`src/rtl/dmem_arbiter_pkg.sv`:
```
// Shared widths, FSM encodings and the latched memory-operation type
// for the datamemory arbiter.
package dmem_arbiter_pkg;

    localparam int unsigned ADDR_W = 10;
    localparam int unsigned DATA_W = 32;

    localparam logic [1:0] StIdle  = 2'd0;
    localparam logic [1:0] StIssue = 2'd1;
    localparam logic [1:0] StWait  = 2'd2;
    localparam logic [1:0] StDone  = 2'd3;

    typedef struct packed {
        logic              we;
        logic [ADDR_W-1:0] addr;
        logic [DATA_W-1:0] wdata;
    } mem_op_t;

endpackage

```
`src/rtl/dmem_arbiter_if.sv`:
```
// Bundle of both requester ports, the RAM-side signals and the status outputs.
// The slave modport is the arbiter's view.
interface dmem_arbiter_if #(
    parameter int unsigned ADDR_W = dmem_arbiter_pkg::ADDR_W,
    parameter int unsigned DATA_W = dmem_arbiter_pkg::DATA_W
);
    logic              p0_req;
    logic              p0_we;
    logic [ADDR_W-1:0] p0_addr;
    logic [DATA_W-1:0] p0_wdata;
    logic              p0_ack;
    logic [DATA_W-1:0] p0_rdata;

    logic              p1_req;
    logic              p1_we;
    logic [ADDR_W-1:0] p1_addr;
    logic [DATA_W-1:0] p1_wdata;
    logic              p1_ack;
    logic [DATA_W-1:0] p1_rdata;

    logic [ADDR_W-1:0] mem_address;
    logic [DATA_W-1:0] mem_data;
    logic              mem_wren;
    logic [DATA_W-1:0] mem_q;

    logic              busy;
    logic              grant_id;

    modport slave (
        input  p0_req, p0_we, p0_addr, p0_wdata,
        input  p1_req, p1_we, p1_addr, p1_wdata,
        input  mem_q,
        output p0_ack, p0_rdata, p1_ack, p1_rdata,
        output mem_address, mem_data, mem_wren,
        output busy, grant_id
    );

    modport master (
        output p0_req, p0_we, p0_addr, p0_wdata,
        output p1_req, p1_we, p1_addr, p1_wdata,
        output mem_q,
        input  p0_ack, p0_rdata, p1_ack, p1_rdata,
        input  mem_address, mem_data, mem_wren,
        input  busy, grant_id
    );

endinterface

```
`src/rtl/dmem_arbiter_rr_arbiter2.sv`:
```
// Two-way round-robin grant logic; purely combinational, the caller owns the
// pointer register. prio_i names the port favoured on a tie.
module rr_arbiter2 (
    input  logic [1:0] req_i,
    input  logic       prio_i,
    output logic [1:0] gnt_o,
    output logic       prio_o
);

    always_comb begin
        gnt_o = 2'b00;
        unique case (req_i)
            2'b01:   gnt_o = 2'b01;
            2'b10:   gnt_o = 2'b10;
            2'b11:   gnt_o = prio_i ? 2'b10 : 2'b01;
            default: gnt_o = 2'b00;
        endcase

        // The port just granted loses the next tie.
        prio_o = prio_i;
        if (gnt_o[0]) begin
            prio_o = 1'b1;
        end else if (gnt_o[1]) begin
            prio_o = 1'b0;
        end
    end

endmodule

```
`src/rtl/dmem_arbiter.sv`:
```
// Shares the single-port datamemory RAM between two req/ack requesters with
// round-robin priority and a fixed IDLE/ISSUE/WAIT/DONE sequence.
module dmem_arbiter
    import dmem_arbiter_pkg::*;
(
    input  logic          clock,
    input  logic          reset,
    dmem_arbiter_if.slave bus
);

    logic [1:0]        state_q, state_d;
    logic              prio_q, prio_d;
    logic              grant_q, grant_d;
    mem_op_t           op_q, op_d;
    logic              wren_q, wren_d;
    logic [DATA_W-1:0] rdata0_q, rdata0_d;
    logic [DATA_W-1:0] rdata1_q, rdata1_d;
    logic [1:0]        gnt;
    logic              prio_nxt;

    rr_arbiter2 u_rr (
        .req_i  ({bus.p1_req, bus.p0_req}),
        .prio_i (prio_q),
        .gnt_o  (gnt),
        .prio_o (prio_nxt)
    );

    always_comb begin
        state_d  = state_q;
        prio_d   = prio_q;
        grant_d  = grant_q;
        op_d     = op_q;
        wren_d   = 1'b0;
        rdata0_d = rdata0_q;
        rdata1_d = rdata1_q;

        case (state_q)
            StIdle: begin
                if (gnt != 2'b00) begin
                    grant_d = gnt[1];
                    prio_d  = prio_nxt;
                    if (gnt[1]) begin
                        op_d.we    = bus.p1_we;
                        op_d.addr  = bus.p1_addr;
                        op_d.wdata = bus.p1_wdata;
                    end else begin
                        op_d.we    = bus.p0_we;
                        op_d.addr  = bus.p0_addr;
                        op_d.wdata = bus.p0_wdata;
                    end
                    wren_d  = op_d.we;
                    state_d = StIssue;
                end
            end
            StIssue: begin
                state_d = op_q.we ? StDone : StWait;
            end
            StWait: begin
                // RAM output is valid here, one cycle after its sampling edge.
                if (grant_q) begin
                    rdata1_d = bus.mem_q;
                end else begin
                    rdata0_d = bus.mem_q;
                end
                state_d = StDone;
            end
            StDone: begin
                state_d = StIdle;
            end
            default: begin
                state_d = StIdle;
            end
        endcase
    end

    always_ff @(posedge clock or posedge reset) begin
        if (reset) begin
            state_q  <= StIdle;
            prio_q   <= 1'b0;
            grant_q  <= 1'b0;
            op_q     <= '0;
            wren_q   <= 1'b0;
            rdata0_q <= '0;
            rdata1_q <= '0;
        end else begin
            state_q  <= state_d;
            prio_q   <= prio_d;
            grant_q  <= grant_d;
            op_q     <= op_d;
            wren_q   <= wren_d;
            rdata0_q <= rdata0_d;
            rdata1_q <= rdata1_d;
        end
    end

    assign bus.mem_address = op_q.addr;
    assign bus.mem_data    = op_q.wdata;
    assign bus.mem_wren    = wren_q;
    assign bus.p0_ack      = (state_q == StDone) && !grant_q;
    assign bus.p1_ack      = (state_q == StDone) && grant_q;
    assign bus.p0_rdata    = rdata0_q;
    assign bus.p1_rdata    = rdata1_q;
    assign bus.busy        = (state_q != StIdle);
    assign bus.grant_id    = grant_q;

endmodule
```
`src/flat_wrapper.sv`:
```
// flat-port wrapper written by rule: the top's interface ports become plain ports
module dmem_arbiter_flat import dmem_arbiter_pkg::*;
  (clock, reset, bus_p0_req, bus_p0_we, bus_p0_addr, bus_p0_wdata, bus_p1_req, bus_p1_we, bus_p1_addr, bus_p1_wdata, bus_mem_q, bus_p0_ack, bus_p0_rdata, bus_p1_ack, bus_p1_rdata, bus_mem_address, bus_mem_data, bus_mem_wren, bus_busy, bus_grant_id);
  dmem_arbiter_if bus_i ();
  input  logic clock;
  input  logic reset;
  input wire logic [$bits(bus_i.p0_req)-1:0] bus_p0_req;
  input wire logic [$bits(bus_i.p0_we)-1:0] bus_p0_we;
  input wire logic [$bits(bus_i.p0_addr)-1:0] bus_p0_addr;
  input wire logic [$bits(bus_i.p0_wdata)-1:0] bus_p0_wdata;
  input wire logic [$bits(bus_i.p1_req)-1:0] bus_p1_req;
  input wire logic [$bits(bus_i.p1_we)-1:0] bus_p1_we;
  input wire logic [$bits(bus_i.p1_addr)-1:0] bus_p1_addr;
  input wire logic [$bits(bus_i.p1_wdata)-1:0] bus_p1_wdata;
  input wire logic [$bits(bus_i.mem_q)-1:0] bus_mem_q;
  output wire logic [$bits(bus_i.p0_ack)-1:0] bus_p0_ack;
  output wire logic [$bits(bus_i.p0_rdata)-1:0] bus_p0_rdata;
  output wire logic [$bits(bus_i.p1_ack)-1:0] bus_p1_ack;
  output wire logic [$bits(bus_i.p1_rdata)-1:0] bus_p1_rdata;
  output wire logic [$bits(bus_i.mem_address)-1:0] bus_mem_address;
  output wire logic [$bits(bus_i.mem_data)-1:0] bus_mem_data;
  output wire logic [$bits(bus_i.mem_wren)-1:0] bus_mem_wren;
  output wire logic [$bits(bus_i.busy)-1:0] bus_busy;
  output wire logic [$bits(bus_i.grant_id)-1:0] bus_grant_id;
  assign bus_i.p0_req = bus_p0_req;
  assign bus_i.p0_we = bus_p0_we;
  assign bus_i.p0_addr = bus_p0_addr;
  assign bus_i.p0_wdata = bus_p0_wdata;
  assign bus_i.p1_req = bus_p1_req;
  assign bus_i.p1_we = bus_p1_we;
  assign bus_i.p1_addr = bus_p1_addr;
  assign bus_i.p1_wdata = bus_p1_wdata;
  assign bus_i.mem_q = bus_mem_q;
  assign bus_p0_ack = bus_i.p0_ack;
  assign bus_p0_rdata = bus_i.p0_rdata;
  assign bus_p1_ack = bus_i.p1_ack;
  assign bus_p1_rdata = bus_i.p1_rdata;
  assign bus_mem_address = bus_i.mem_address;
  assign bus_mem_data = bus_i.mem_data;
  assign bus_mem_wren = bus_i.mem_wren;
  assign bus_busy = bus_i.busy;
  assign bus_grant_id = bus_i.grant_id;
  dmem_arbiter u_core (.clock(clock), .reset(reset), .bus(bus_i));
endmodule
```
`config.mk`:
```
export PLATFORM = sky130hd
export DESIGN_NAME = dmem_arbiter_flat
export DESIGN_NICKNAME = d
export VERILOG_FILES = /design/src/rtl/dmem_arbiter_pkg.sv /design/src/rtl/dmem_arbiter_if.sv /design/src/rtl/dmem_arbiter_rr_arbiter2.sv /design/src/rtl/dmem_arbiter.sv /design/src/flat_wrapper.sv
export SDC_FILE = /design/constraint.sdc
export NUM_CORES = 1
export LEC_CHECK = 0
export CAP_MARGIN = 20
export CORE_MARGIN = 3
export CORE_UTILIZATION = 27
export DETAILED_ROUTE_END_ITERATION = 10
export PLACE_DENSITY = 0.56
export SYNTH_ARGS = -nofsm -noshare
export SYNTH_HDL_FRONTEND = slang
export SYNTH_SLANG_ARGS = --single-unit
```
`constraint.sdc`:
```
create_clock -name clock -period 3.8 [get_ports clock]
set_input_delay 0.57 -clock clock [delete_from_list [all_inputs] [get_ports clock]]
set_output_delay 0.57 -clock clock [all_outputs]
set_load 0.005 [all_outputs]
```
==> results.py, run 1 <==
metrics = {
    "synthesis": {
        "synth.distinct_cells": 25,
        "synth_seq_area_share_pct": 54.4,
        "syn_inst": 452,
        "syn_area_sq_mm": 0.00515,
        "synth_nets": 578,
        "ys_top_cells_by_area": "dfrtp_1 (54%), mux2_2 (12%), buf_4 (7.1%), a31oi_1 (5.3%), a21oi_1 (4.4%)",
        "synth.top_cell.area_share_pct": 54.4,
        "syn_area_per_cell_sq_um": 11.4,
        "synth_largest_area_cell": "dfrtp_1",
        "yosysWarnings": 0,
        "synth_seq_cells": 112,
    },
    "timing": {
        "slew_headroom_pct": 32.0,
        "worst_pin_slew_ns": 1.02,
        "setup_viol": 0,
        "timing.final.crit_share_pct": 63.2,
        "setup-tns-final_ns": 0,
        "slew_violations": 0,
        "final.min_clock_period_ns": 2.40,
        "fin_skew_ns": 0.00653,
        "hold_viol_final": 0,
        "max_freq_mhz": 416,
        "grt_setup_unrepaired": "false",
    },
    "routing": {
        "dr.pass1.iters": 4,
        "drtIter0Drc": 143,
        "wirelength_microns": 15000,
        "viasPerCell": 4.79,
        "ant_nets": 0,
        "drc_errors": 0,
        "vias": 4101,
        "routedWlPerCell_microns": 17.5,
    },
    "cts": {
        "clock-sinks": 112,
        "cts_post_setup_buffers_inserted": 0,
        "cts_root_buf": "clkbuf_16",
        "clkLatencyLatePin_ns": 0.35,
        "htree_levels": 3,
        "cts_tree": "yes",
        "postCtsResizedCells": 0,
        "clockBufferDepth": 2,
        "clk_pin_slew_worst_paths_ns": 0.08,
        "numCtsBuffers": 9,
        "cts_hold_buf": 0,
    },
    "finish": {
        "postLayoutCellArea_sq_mm": 0.00756,
        "fin_nets": 748,
        "mostFrequentLayoutCells": "clkdlybuf4s50_1 (231), dfrtp_1 (112), mux2_2 (55), a21oi_1 (45), a31oi_1 (44)",
        "layout_commonest_cell": "clkdlybuf4s50_1",
        "syn2layout_area_growth_pct": 46.9,
        "n_antenna_cell": 0,
        "drive_above_1_share_pct": 13.2,
    },
    "run": {
        "maxCapViolCount": 0,
    },
    "critical_path": {
        "start_kind": "flip-flop",
        "r2r_slack_ns": 1.62,
        "critPathCaptureType": "primary output",
        "crit_fanout": 9,
        "criticalPathCategory": "flip-flop to primary output",
        "crit_arrival_ns": 1.83,
        "r2r-start": "u_core.state_q[0]",
        "r2r-end": "u_core.bus.p0_rdata[6]",
        "rr_worst_depth": 4,
        "required_ns": 3.23,
    },
    "worst_hold_path": {
        "hold_start": "u_core.bus.p0_rdata[26]",
        "holdPathStages": 1,
        "min_path_type": "flip-flop to flip-flop",
        "hold_end": "u_core.bus.p0_rdata[26]",
    },
    "grt": {
        "grt_pass1_wl_microns": 22700,
        "grt_pass1_vias": 4137,
        "grt_usage_pct": 13.9,
        "grt_max_degree": 113,
        "globalRouteOverflowTotal": 0,
        "antenna_found_initial": 0,
    },
    "floorplan": {
        "chipWidth_microns": 144,
        "coreArea_sq_mm": 0.0183,
        "io_pins": 233,
        "rows": 49,
        "start_util_pct": 28.1,
        "die_h_microns": 144,
        "die_area_sq_mm": 0.0208,
    },
    "placement": {
        "hpwlAfterDp_microns": 10400,
        "place_area_sq_mm": 0.00724,
        "numPortBuffers": 232,
        "place_congestion": 0.796,
    },
    "power_and_ir_drop": {
        "p_leak_nw": 2.99,
        "power.density_mw_per_mm2": 794,
        "ir_drop_uv": 286,
    },
    "status": {
        "status": "finished clean",
    },
}
==> worst max-delay path, cell delays in order (launching register included) <==
cell	delay, ns
dfrtp_1	0.41
inv_1	0.14
ha_1	0.38
inv_1	0.08
clkdlybuf4s50_1	0.47
==> where the power goes <==
group | leakage (nW) | internal (mW) | total [mW] | switching, mW
registers | 1.29 | 1.81 | 2.14 | 0.332
logic | 1.54 | 1.73 | 2.82 | 1.08
clock network | 0.158 | 0.587 | 1.05 | 0.459
==> Yosys cell counts, drive strengths merged <==
library cell    n
nand2           2
a31oi          44
nor2           43
o211ai          1
dfrtp         112
clkbuf          4
ha              4
o21ai          46
nand3           1
and2b           1
and2            1
nor2b           2
a32o            1
or3b            1
nand2b          1
buf            73
mux2           64
o21a            1
a21oi          45
inv             5
==> sequential cells by signal (all words and copies together) (netlist names) <==
register / count
u_core.state_q: 2
u_core.bus.mem_address: 10
u_core.bus.p1_rdata: 32
u_core.op_q: 1
u_core.bus.mem_wren: 1
u_core.bus.mem_data: 32
u_core.prio_q: 1
u_core.bus.grant_id: 1
u_core.bus.p0_rdata: 32
==> per-layer routing <==
| layer | up-vias | wire, microns | global-route usage, % |
|---|---|---|---|
| met3 | 25 | 1200 | 3.90 |
| met4 | 0 | 313 | 5.40 |
| li1 | 1898 | - | - |
| met1 | 1978 | 6500 | 17.5 |
| met5 | - | 0 | 0 |
| met2 | 200 | 6950 | 22.6 |
==> layout make-up <==
class	instances	area [sq um]
fillers	1686	10800
flip-flops and latches	112	2800
well taps	229	287
clock buffers	9	225
clock inverters	7	101
repair buffers	236	2360
inverters	5	21.3
multi-input cells	258	1770
==> worst max path at each step <==
| stage | end | startpoint | slack, ns |
|---|---|---|---|
| finish | bus_busy | u_core.state_q[0] | 1.40 |
| global route | bus_busy | u_core.state_q[0] | 1.26 |
| CTS | bus_busy | u_core.state_q[0] | 1.38 |
| detailed placement | u_core.bus.mem_address[2] | bus_p1_req | 1.11 |
| global placement | u_core.bus.mem_data[11] | bus_p1_req | 1.21 |
| floorplan | u_core.bus.grant_id | reset | 0.27 |
==> logic make-up (layout without fill, tap and decap cells) <==
family	count (synthesis)	after routing	share of synthesized area, %
AO/OA/AOI/OAI	138	138	14.8
adder cells (fa/ha/maj)	4	4	0.972
buffers and inverters	82	257	11.6
flip-flops	112	112	54.4
multiplexers	64	64	14.0
AND/OR/NAND/NOR	52	52	4.25
==> stage by stage <==
step	total power [mW]	cells	util, %	hold WS, ns	setup WS (ns)
final	6.00	856	41.3	0.487	1.40
after global placement	4.96	840	39.5	0.466	1.21
after detailed placement	5.02	840	39.5	0.474	1.11
after floorplan	3.73	452	-	0.465	0.271
after CTS	6.10	856	41.3	0.491	1.38
after global routing	6.42	856	41.3	0.513	1.26
Power figures use the tool's default switching activity.
==> run 2, diff against run 1 <==
--- a/config.mk
+++ b/config.mk
@@ -9,7 +9,7 @@
 export CORE_MARGIN = 3
 export CORE_UTILIZATION = 27
 export DETAILED_ROUTE_END_ITERATION = 10
-export PLACE_DENSITY = 0.56
+export PLACE_DENSITY = 0.58
 export SYNTH_ARGS = -nofsm -noshare
 export SYNTH_HDL_FRONTEND = slang
 export SYNTH_SLANG_ARGS = --single-unit
==> constraint.sdc (replaced) <==
create_clock -name clock -period 1.98 [get_ports clock]
set_input_delay 0.297 -clock clock [delete_from_list [all_inputs] [get_ports clock]]
set_output_delay 0.297 -clock clock [all_outputs]
set_load 0.005 [all_outputs]
==> run 2 against run 1 <==
Register-to-register slack got worse by 1.3 ns. Setup slack got worse by 1.3 ns. Die area unchanged. Core utilization increased by 0.89 points. Global-route usage increased by 0.54 points. Non-clock buffer count increased by 12.
==> results.py, run 2 (synthesis results as in run 1) <==
metrics = {
    "status": {
        "status": "finished clean",
    },
    "floorplan": {
        "start_util_pct": 28.1,
        "io_pins": 233,
        "die_h_microns": 144,
        "die_area_sq_mm": 0.0208,
        "rows": 49,
        "coreArea_sq_mm": 0.0183,
        "chipWidth_microns": 144,
    },
    "timing": {
        "hold_viol_final": 0,
        "final.min_clock_period_ns": 1.91,
        "worst_pin_slew_ns": 0.519,
        "setup-tns-final_ns": 0,
        "fin_ws_ns": 0.0718,
        "slew_headroom_pct": 65.4,
        "setup_viol": 0,
        "max_freq_mhz": 524,
        "fin_skew_ns": 0.00992,
        "grt_setup_unrepaired": "false",
        "timing.final.crit_share_pct": 96.4,
        "slew_violations": 0,
    },
    "routing": {
        "ant_nets": 0,
        "drc_errors": 0,
        "vias": 4118,
        "routedWlPerCell_microns": 17.8,
        "wirelength_microns": 15400,
        "viasPerCell": 4.74,
        "dr.pass1.iters": 4,
        "drtIter0Drc": 151,
    },
    "finish": {
        "n_antenna_cell": 0,
        "fin_nets": 760,
        "drive_above_1_share_pct": 14.9,
        "postLayoutCellArea_sq_mm": 0.00773,
        "mostFrequentLayoutCells": "clkdlybuf4s50_1 (230), dfrtp_1 (112), mux2_2 (55), a21oi_1 (45), a31oi_1 (44)",
        "layout_commonest_cell": "clkdlybuf4s50_1",
        "fin_cells": 868,
        "syn2layout_area_growth_pct": 50.1,
    },
    "grt": {
        "grt_pass1_vias": 4390,
        "grt_usage_pct": 14.4,
        "grt_pass1_wl_microns": 23400,
        "globalRouteOverflowTotal": 0,
        "antenna_found_initial": 1,
        "grt_max_degree": 61,
    },
    "critical_path": {
        "start_kind": "flip-flop",
        "crit_arrival_ns": 1.61,
        "critPathCaptureType": "primary output",
        "required_ns": 1.68,
        "criticalPathCategory": "flip-flop to primary output",
        "crit_fanout": 4,
    },
    "cts": {
        "htree_levels": 3,
        "numCtsBuffers": 9,
        "clockBufferDepth": 2,
        "cts_root_buf": "clkbuf_16",
        "cts_tree": "yes",
        "clock-sinks": 112,
        "clkLatencyLatePin_ns": 0.35,
        "clk_pin_slew_worst_paths_ns": 0.08,
        "cts_post_setup_buffers_inserted": 0,
    },
    "placement": {
        "numPortBuffers": 232,
        "hpwlAfterDp_microns": 11300,
        "dp_cells": 852,
        "place_area_sq_mm": 0.00742,
        "dpl_worst_slack_ns": 0.190,
        "place_congestion": 0.770,
    },
    "power_and_ir_drop": {
        "power.density_mw_per_mm2": 1510,
        "ir_drop_uv": 549,
        "p_leak_nw": 3.06,
    },
    "run": {
        "maxCapViolCount": 0,
    },
    "worst_hold_path": {
        "min_path_type": "input port to async pin",
    },
}
-- run 2: routing by layer --
layer	vias to the layer above	track usage, %	share of wire [%]
met5	-	0	0.084
met4	2	5.05	2.0
met3	23	4.89	9.8
met2	183	24.2	46
met1	1992	17.2	42
li1	1918	-	-
-- run 2: timing repair --
action                                  in CTS  in global routing
gates resized for setup                      1                  0
endpoints found under the setup margin       1                  0
hold buffers                                 0                  0
-- run 2: per-stage QoR --
step	power, mW	util [%]	hold slack [ns]
2_1_floorplan	7.15	-	0.432
3_3_place_gp	9.75	40.5	0.468
3_5_place_dp	9.90	40.5	0.478
4_1_cts	11.9	42.2	0.290
5_1_grt	12.5	42.2	0.321
6_report	11.7	42.2	0.287
-- run 2: final timing paths --
| check | start | to | slack, ns | depth (start not counted) |
|---|---|---|---|---|
| setup / recovery | u_core.state_q[1] | bus_p0_ack | 0.07 | 3 |
| hold / removal | reset | u_core.bus.p1_rdata[12] | 0.29 | 2 |
| setup reg to reg | u_core.state_q[0] | u_core.state_q[0] | 0.36 | 6 |
| hold reg to reg | u_core.bus.p0_rdata[28] | u_core.bus.p0_rdata[28] | 0.49 | 1 |
| max in group asynchronous | reset | u_core.bus.p1_rdata[22] | 1.04 | 3 |
| min in group clock | bus_p1_req | u_core.bus.grant_id | 0.34 | 2 |
-- run 2: area by class of cell --
type / instances / area [sq um]
timing repair buffer: 248 / 2540
inverter: 5 / 22.5
tap: 229 / 287
multi-input combinational: 258 / 1770
fill: 1727 / 10600
clock inverter: 6 / 73.8
clock buffer: 10 / 239
sequential: 112 / 2800
-- run 2: critical path: stages (launching register included) --
cell and delay (ns):
dfrtp_1 0.40, ha_1 0.20, nor2b_1 0.13, clkdlybuf4s50_1 0.53
-- run 2: where the power goes --
part | switching, mW | internal (mW) | total (mW)
clock | 0.889 | 1.04 | 1.92
sequential | 0.662 | 3.47 | 4.13
combinational | 2.12 | 3.50 | 5.62
==> run 3, diff against run 2 <==
--- a/config.mk
+++ b/config.mk
@@ -8,8 +8,9 @@
 export CAP_MARGIN = 20
 export CORE_MARGIN = 3
 export CORE_UTILIZATION = 27
+export CTS_CLUSTER_SIZE = 25
 export DETAILED_ROUTE_END_ITERATION = 10
-export PLACE_DENSITY = 0.58
+export PLACE_DENSITY = 0.56
 export SYNTH_ARGS = -nofsm -noshare
 export SYNTH_HDL_FRONTEND = slang
 export SYNTH_SLANG_ARGS = --single-unit
==> constraint.sdc (replaced) <==
create_clock -name clock -period 2.05 [get_ports clock]
set_input_delay 0.3075 -clock clock [delete_from_list [all_inputs] [get_ports clock]]
set_output_delay 0.3075 -clock clock [all_outputs]
set_load 0.005 [all_outputs]
==> run 3 against run 2 <==
Via count barely moved. Routed wire length decreased by 1.6%. Non-clock buffer count shrank 1. Design area down 0.37%. Clock power down 9.9%. Largest power group unchanged.
==> results.py, run 3 (synthesis results as in run 1) <==
metrics = {
    "grt": {
        "grt_max_degree": 75,
        "grt_usage_pct": 14.5,
        "grt_pass1_wl_microns": 23600,
        "globalRouteOverflowTotal": 0,
        "grt_pass1_vias": 4465,
        "antenna_found_initial": 0,
    },
    "finish": {
        "mostFrequentLayoutCells": "clkdlybuf4s50_1 (231), dfrtp_1 (112), mux2_2 (55), a21oi_1 (45), a31oi_1 (44)",
        "n_antenna_cell": 0,
        "layout_commonest_cell": "clkdlybuf4s50_1",
        "syn2layout_area_growth_pct": 49.6,
        "fin_nets": 759,
        "drive_above_1_share_pct": 14.7,
    },
    "placement": {
        "numPortBuffers": 232,
        "place_congestion": 0.848,
        "dpl_worst_slack_ns": 0.194,
        "hpwlAfterDp_microns": 11100,
    },
    "timing": {
        "worst_pin_slew_ns": 0.543,
        "max_freq_mhz": 509,
        "fin_skew_ns": 0.00882,
        "setup_viol": 0,
        "hold_viol_final": 0,
        "timing.final.crit_share_pct": 95.8,
        "slew_violations": 0,
        "grt_setup_unrepaired": "true",
        "fin_hold_ws_ns": 0.394,
        "slew_headroom_pct": 63.8,
        "final.min_clock_period_ns": 1.96,
        "fin_ws_ns": 0.0860,
        "setup-tns-final_ns": 0,
    },
    "routing": {
        "vias": 4119,
        "wirelength_microns": 15200,
        "routedWlPerCell_microns": 17.5,
        "viasPerCell": 4.75,
        "dr.pass1.iters": 5,
        "drc_errors": 0,
        "ant_nets": 0,
        "drtIter0Drc": 174,
    },
    "floorplan": {
        "coreArea_sq_mm": 0.0183,
        "rows": 49,
        "chipWidth_microns": 144,
        "start_util_pct": 28.1,
        "die_area_sq_mm": 0.0208,
        "io_pins": 233,
        "die_h_microns": 144,
    },
    "cts": {
        "numCtsBuffers": 9,
        "clock-sinks": 112,
        "cts_tree": "yes",
        "clkLatencyLatePin_ns": 0.35,
        "htree_levels": 3,
        "clockBufferDepth": 2,
        "cts_root_buf": "clkbuf_16",
        "clk_pin_slew_worst_paths_ns": 0.08,
    },
    "power_and_ir_drop": {
        "p_leak_nw": 3.03,
        "ir_drop_uv": 538,
        "power.density_mw_per_mm2": 1450,
        "power_mw": 11.2,
    },
    "critical_path": {
        "crit_fanout": 9,
        "required_ns": 1.74,
        "start_kind": "flip-flop",
        "crit_arrival_ns": 1.66,
        "criticalPathCategory": "flip-flop to primary output",
        "critPathCaptureType": "primary output",
    },
    "status": {
        "status": "finished clean",
    },
    "worst_hold_path": {
        "min_path_type": "input port to async pin",
    },
    "run": {
        "maxCapViolCount": 0,
    },
}
## run 3: report_power, final
part	internal, mW	switching, mW
sequential	3.35	0.617
clock	0.877	0.851
combinational	3.40	2.07
total	7.63	3.54
## run 3: worst max-delay path, stage by stage, from the launching register on
cell,delay [ns]
dfrtp_1,0.42
inv_1,0.16
ha_4,0.23
inv_1,0.05
clkdlybuf4s50_1,0.45
## run 3: final timing paths
path | endpoint | slack [ns] | depth (start not counted) | from
max | bus_busy | 0.09 | 4 | u_core.state_q[0]
min | u_core.bus.mem_address[6] | 0.39 | 3 | reset
max reg2reg | u_core.bus.p0_rdata[5] | 0.38 | 5 | u_core.state_q[0]
min reg2reg | u_core.bus.p0_rdata[26] | 0.49 | 1 | u_core.bus.p0_rdata[26]
max in group asynchronous | u_core.bus.mem_data[22] | 1.28 | 3 | reset
min in group clock | u_core.prio_q | 0.45 | 3 | bus_p1_req
## run 3: layout make-up
cell class,instances,area (sq um)
multi-input cells,258,1780
flip-flops and latches,112,2800
fillers,1739,10600
repair buffers,247,2520
clock inverters,6,52.6
clock buffers,10,239
inverters,5,22.5
well taps,229,287
## run 3: routing by layer
metal	GRT usage [%]	wire length (microns)	vias to the layer above
met5	0	0	-
met4	4.66	195	0
met3	3.64	1150	18
met2	25.4	7490	185
met1	17.6	6370	2003
li1	-	-	1913
## run 3: through the flow
| step | area, sq um | instances | util [%] |
|---|---|---|---|
| 2_1_floorplan | 5150 | 452 | - |
| 4_1_cts | 7700 | 867 | 42.0 |
| 3_5_place_dp | 7400 | 851 | 40.3 |
| 3_3_place_gp | 7400 | 851 | 40.3 |
| 6_report | 7700 | 867 | 42.0 |
| 5_1_grt | 7700 | 867 | 42.0 |
## run 3: what timing repair did
item                                    4_1_cts  5_1_grt
setup buffers                                 0        0
hold buffers                                  0        0
endpoints found under the setup margin        1        1
endpoints found under the hold margin         0        0
resized for setup                             2        0
